**src/rtl/board_writer.sv**
```systemverilog
// -----------------------------------------------------------------------------
// board_writer
// Owns the 64-square board register. It is the only block that writes the
// packed bigBoard bus. Move requests arrive one at a time over a valid/ready
// handshake. Each request is checked against the side to move, then committed
// or rejected. The block also tracks the turn, pawn promotion and king capture.
//
// Ports:
//   clk         single clock; all logic runs on posedge
//   reset       synchronous, active-high; restores the start position
//   move_valid  a move request is present
//   move_ready  a request can be accepted (IDLE and game not over)
//   move_from   source square, index = row*8 + col
//   move_to     destination square
//   bigBoard    registered board, one nibble per square {colour, type[2:0]}
//   turn        side to move (0 = white, 1 = black)
//   move_done   one-cycle pulse: the move was committed
//   move_err    one-cycle pulse: the move was rejected, board unchanged
//   captured    nibble that was on move_to; held until the next commit
//   game_over   sticky; set when a king is captured, cleared only by reset
// -----------------------------------------------------------------------------
module board_writer (
    input  logic         clk,
    input  logic         reset,
    input  logic         move_valid,
    output logic         move_ready,
    input  logic [5:0]   move_from,
    input  logic [5:0]   move_to,
    output logic [255:0] bigBoard,
    output logic         turn,
    output logic         move_done,
    output logic         move_err,
    output logic [3:0]   captured,
    output logic         game_over
);

    // Start position. Each 32-bit word is one row with col 0 in the low
    // nibble. The top row is black (bit 3 set) and the bottom row is white.
    localparam logic [255:0] START_BOARD = {
        32'h42365324,   // row 7: R N B Q K B N R (white)
        32'h11111111,   // row 6: white pawns
        128'h0,         // rows 2..5: empty
        32'h99999999,   // row 1: black pawns
        32'hCABEDBAC    // row 0: r n b q k b n r (black)
    };

    typedef enum logic [1:0] {IDLE, CHECK, COMMIT, REJECT} state_t;

    state_t         state_q, state_d;
    logic [255:0]   board_q, board_d;
    logic [5:0]     from_q, from_d;
    logic [5:0]     to_q, to_d;
    logic           turn_q, turn_d;
    logic           move_done_q, move_done_d;
    logic           move_err_q, move_err_d;
    logic [3:0]     captured_q, captured_d;
    logic           game_over_q, game_over_d;

    logic [3:0]     src;
    logic [3:0]     dst;
    logic [3:0]     placed;
    logic           illegal;

    // from_q/to_q are stable from CHECK through COMMIT. The board does not
    // change in between, so src/dst are the same value in both states.
    always_comb begin
        src = board_q[{from_q, 2'b00} +: 4];
        dst = board_q[{to_q, 2'b00} +: 4];

        illegal = (from_q == to_q)
                | (src[2:0] == 3'd0)
                | (src[2:0] == 3'd7)
                | (src[3] != turn_q)
                | ((dst[2:0] != 3'd0) && (dst[3] == src[3]));

        // A pawn that reaches the far row becomes a queen of the same colour.
        placed = src;
        if (src == 4'b0001 && to_q[5:3] == 3'd0) begin
            placed = 4'b0101;
        end else if (src == 4'b1001 && to_q[5:3] == 3'd7) begin
            placed = 4'b1101;
        end
    end

    assign move_ready = (state_q == IDLE) && !game_over_q;

    always_comb begin
        state_d     = state_q;
        board_d     = board_q;
        from_d      = from_q;
        to_d        = to_q;
        turn_d      = turn_q;
        move_done_d = 1'b0;
        move_err_d  = 1'b0;
        captured_d  = captured_q;
        game_over_d = game_over_q;

        case (state_q)
            IDLE: begin
                if (move_valid && move_ready) begin
                    from_d  = move_from;
                    to_d    = move_to;
                    state_d = CHECK;
                end
            end
            CHECK: begin
                state_d = illegal ? REJECT : COMMIT;
            end
            COMMIT: begin
                // Write both squares on the same edge so that bigBoard never
                // shows half of a move.
                board_d[{to_q, 2'b00} +: 4]   = placed;
                board_d[{from_q, 2'b00} +: 4] = 4'h0;
                captured_d  = dst;
                turn_d      = ~turn_q;
                if (dst[2:0] == 3'd6) begin
                    game_over_d = 1'b1;
                end
                move_done_d = 1'b1;
                state_d     = IDLE;
            end
            REJECT: begin
                move_err_d = 1'b1;
                state_d    = IDLE;
            end
            default: begin
                state_d = IDLE;
            end
        endcase
    end

    always_ff @(posedge clk) begin
        if (reset) begin
            state_q     <= IDLE;
            board_q     <= START_BOARD;
            from_q      <= 6'd0;
            to_q        <= 6'd0;
            turn_q      <= 1'b0;
            move_done_q <= 1'b0;
            move_err_q  <= 1'b0;
            captured_q  <= 4'h0;
            game_over_q <= 1'b0;
        end else begin
            state_q     <= state_d;
            board_q     <= board_d;
            from_q      <= from_d;
            to_q        <= to_d;
            turn_q      <= turn_d;
            move_done_q <= move_done_d;
            move_err_q  <= move_err_d;
            captured_q  <= captured_d;
            game_over_q <= game_over_d;
        end
    end

    assign bigBoard  = board_q;
    assign turn      = turn_q;
    assign move_done = move_done_q;
    assign move_err  = move_err_q;
    assign captured  = captured_q;
    assign game_over = game_over_q;

endmodule

```
**config.mk**
```make
export PLATFORM = sky130hd
export DESIGN_NAME = board_writer
export DESIGN_NICKNAME = d
export VERILOG_FILES = /design/src/rtl/board_writer.sv
export SDC_FILE = /design/constraint.sdc
export NUM_CORES = 1
export LEC_CHECK = 0
export BUFFER_PORTS_ARGS = -buffer_cell sky130_fd_sc_hd__buf_2
export CAP_MARGIN = 15
export CORE_UTILIZATION = 30
export DETAILED_ROUTE_END_ITERATION = 10
export GPL_TIMING_DRIVEN = 0
export PLACE_DENSITY = 0.59
export SLEW_MARGIN = 20
export SYNTH_ARGS = -nofsm -noshare
export SYNTH_HDL_FRONTEND = slang
export SYNTH_SLANG_ARGS = --single-unit
```
**constraint.sdc**
```tcl
create_clock -name clk -period 3.7 [get_ports clk]
set_input_delay 0.37 -clock clk [delete_from_list [all_inputs] [get_ports clk]]
set_output_delay 0.37 -clock clk [all_outputs]
set_load 0.02 [all_outputs]
```
==> run_results.csv <==
group,metric,value,unit
synth,synth_edf_count,0,
synth,yosysSeqAreaShare,0.349,
routing,drt-total-wl,120,mm
worst_setup_path,crit_chain,"clkbuf_4, clkbuf_2, clkbuf_4, mux4_2, o21ai_1, o21ai_0, a311o_1, xnor2_1, o311ai_0, o21ai_0",
timing,worst_hold_slack,0.0472,ns
clocking,cts.htree.levels,2,
flow_run,maxCapViolations,0,
min_path,hold_class,"primary input to flop",
timing,finalMaxSlewViolations,0,
timing,fin_crit,3.82,ns
timing,timing.final.hold_violations,0,
floorplanning,coreArea,0.0526,sq mm
clocking,holdBufCountCts,0,
clocking,root_driver,"sky130_fd_sc_hd__clkbuf_16",
global_routing,grt_first_pass_wirelength,159,mm
worst_setup_path,critical-path-slowest-cell,"sky130_fd_sc_hd__a311o_1",
worst_setup_path,cp-end-kind,"flop",
floorplanning,die_width,233,um
routing,dr.first_iter.drc_count,2776,
routing,antenna_left,0,
finish,stdcell_count,2824,
timing,setup-violations-final,41,
timing,max_transition_margin,0.168,
synth,compound_gate_fraction_of_synth_area,0.226,
finish,area_delta_synth_final,36.0,%
place,place_inst,2718,
synth,synth-xor-area-share,0.0104,
floorplanning,rows,84,
global_routing,grt_most_used_layer,"met2",
worst_setup_path,critical_path_peak_fanout,10,
routing,via_count,19300,
place,detailedPlacementHpwl,90.0,mm
timing,worstMarginPinSlew,1.25,ns
clocking,maximum_buffer_depth_of_the_clock_tree,3,
global_routing,grt.overflow.total,0,
routing,count_of_unresolved_drc_violations_after_routing,0,
clocking,cts_buffers,35,
synth,most_area_hungry_cell_type_in_the_yosys_netlist,"sky130_fd_sc_hd__dfxtp_1",
synth,synthMostInstantiatedCell,"sky130_fd_sc_hd__dfxtp_1",
synth,ys_dominant_reg_cell,"sky130_fd_sc_hd__dfxtp_1",
place,finalWeightedCongestion,1.17,
global_routing,first_global_vias,18000,
synth,synth.area.mux_share,0.193,
global_routing,fraction_of_met2_tracks_used_by_global_routing,0.616,
routing,post_drt_wl_per_cell,42.5,um
global_routing,grt_max_degree,13,
worst_setup_path,critical_path_buf_inv_count,3,
synth,yosysUniqueCellTypes,66,
finish,nFillCells,5308,
pwr,static-leakage-power,7.62,nW
finish,finish.net_count,2131,
pwr,cellPowerDensity,563,mW/mm^2
synth,synthesis.nets,1756,
floorplanning,floorplan.io_pins,280,
status,violations,"setup timing",
timing,fin_skew,0.0382,ns
synth,yosys_register_bits,278,
global_routing,grtUsageTotal,0.437,
worst_setup_path,critical_path.startpoint_type,"flop",
synth,average_cell_area_after_synthesis,9.20,sq um
synth,ys_top_cells_by_count,"sky130_fd_sc_hd__dfxtp_1, sky130_fd_sc_hd__nor2_1, sky130_fd_sc_hd__a22oi_1",
synth,synth_largest_type_area_fraction,0.349,
synth,synthCells,1734,
worst_setup_path,cp_data_arrival_time,4.26,ns
place,placement.io_buffers,278,
routing,drt-pass1-iter-count,6,
routing,number_of_vias_per_cell,6.84,
worst_setup_path,critPathTopFamily,"compound AO/OA/AOI/OAI gates",
synth,synth_simple_gate_area_frac,0.168,
synth,synth_adder_area_share,0.00549,
finish,post_route_cells_drive_above_1_share,0.389,
synth,mappedNetlistArea,0.0160,sq mm
clocking,clock_pin_slew_of_the_registers_on_the_worst_case_setup_and_hold_paths,0.07,ns
timing,grt_setup_unrepaired,"true",
floorplanning,initial_utilization,0.304,
finish,multi_input_gate_area_in_the_final_layout,0.0110,sq mm
global_routing,grt_antenna_before_repair,5,
floorplanning,fp.dieH,233,um
status,run_status,"complete, but fails checks",
worst_setup_path,path_class,"flop to flop",
synth,synth_top_family_by_area,"compound AO/OA/AOI/OAI gates",
global_routing,met3_usage,0.142,
worst_setup_path,cpPeakStageDelay,0.56,ns
worst_setup_path,required,4.14,ns
finish,register_area,0.00557,sq mm
clocking,tritoncts,"built",
timing,finalWorstSetupSlack,-0.122,ns
clocking,clkSinkCount,278,
floorplanning,fp.dieArea,0.0541,sq mm
synth,synthArstFlopShare,0,
synth,synthTopCellsByArea,"sky130_fd_sc_hd__dfxtp_1, sky130_fd_sc_hd__mux4_2, sky130_fd_sc_hd__a22oi_1, sky130_fd_sc_hd__nor2_1, sky130_fd_sc_hd__nand2_1",
synth,yosysWarnings,0,
clocking,worst_skew_late_latency,0.58,ns
timing,period_share,1.03,
timing,maxClockFrequency,262,MHz
global_routing,grt.met1_usage,0.558,
pwr,vdd_ir_drop_max,0.000269,V
## repair_timing
action / in CTS / in global routing
setup endpoints to repair: 262 / 239
pin swaps: 28 / 10
setup buffers: 44 / 7
resized for setup: 338 / 58
cloned: 0 / 0
## sequential cells by signal (all words and copies together) (netlist names)
name,flops
game_over,1
turn,1
captured,4
move_done,1
move_err,1
from_q,6
state_q,2
bigBoard,256
to_q,6
## metal layers
metal / vias to the layer above / share of wire
met1: 9652 / 0.38
met5: - / 0.00028
met4: 4 / 0.087
met2: 1760 / 0.41
met3: 473 / 0.13
li1: 7418 / -
## stage by stage
step           setup TNS, ns  setup slack [ns]  utilization  instance area, sq um  power [mW]
2_1_floorplan              0             0.148            -                 16000        5.04
3_3_place_gp         -605.88             -3.92        0.346                 18200        7.19
3_5_place_dp         -479.93             -2.41        0.351                 18500        7.22
4_1_cts                    0           0.00169        0.408                 21400        11.7
5_1_grt              -0.0356           -0.0186        0.413                 21700        12.2
6_report               -1.44            -0.122        0.413                 21700        12.2
## cell usage in the layout (no fill, tap or decap), types with 21 or more instances in the layout
cell	Yosys	layout
sky130_fd_sc_hd__a21oi_1	66	60
sky130_fd_sc_hd__a221o_1	33	33
sky130_fd_sc_hd__a22oi_1	169	164
sky130_fd_sc_hd__and2_1	31	24
sky130_fd_sc_hd__buf_2	35	291
sky130_fd_sc_hd__buf_4	8	73
sky130_fd_sc_hd__clkbuf_1	87	50
sky130_fd_sc_hd__clkbuf_16	0	36
sky130_fd_sc_hd__clkbuf_2	1	23
sky130_fd_sc_hd__dfxtp_1	278	273
sky130_fd_sc_hd__inv_1	24	21
sky130_fd_sc_hd__mux4_2	121	121
sky130_fd_sc_hd__nand2_1	132	122
sky130_fd_sc_hd__nand3_1	67	66
sky130_fd_sc_hd__nor2_1	243	210
sky130_fd_sc_hd__nor2_4	0	23
sky130_fd_sc_hd__nor3_2	0	21
sky130_fd_sc_hd__o21ai_0	79	67
## path summary, 6_finish.rpt
path	start	end	slack (ns)	depth (start not counted)
setup / recovery	to_q[1]	state_q[0]	-0.12	10
hold / removal	move_to[5]	to_q[5]	0.05	3
setup reg to reg	to_q[1]	state_q[0]	-0.12	10
hold reg to reg	captured[1]	captured[1]	0.45	2
## worst register-to-register path, delay by kind of cell, from the launching register on
family / cells / cell delay [ns]
flip-flops: 1 / 0.50
multiplexers: 1 / 0.41
AO/OA/AOI/OAI: 5 / 1.38
buffers and inverters: 3 / 1.21
XOR/XNOR: 1 / 0.19
## cell families after synthesis
logic type / after synthesis
AO/OA/AOI/OAI: 504
XOR/XNOR: 19
adder cells (fa/ha/maj): 7
buffers and inverters: 172
flip-flops: 278
multiplexers: 155
AND/OR/NAND/NOR: 599
## layout make-up
class | count | area share
Antenna cell | 2 | 0.000231
Timing Repair Buffer | 347 | 0.0920
Buffer | 139 | 0.0438
Multi-Input combinational cell | 1284 | 0.508
Tap cell | 688 | 0.0397
Clock inverter | 15 | 0.00929
Inverter | 24 | 0.00467
Clock buffer | 47 | 0.0453
Sequential cell | 278 | 0.257
## report_power, final
group | leakage [nW] | internal, mW | switching, mW
clock network | 0.585 | 2.16 | 1.50
logic | 4.79 | 1.45 | 3.98
registers | 2.25 | 3.05 | 0.0811
total | 7.62 | 6.65 | 5.56
Note: power is estimated with default switching activity, not from simulation.
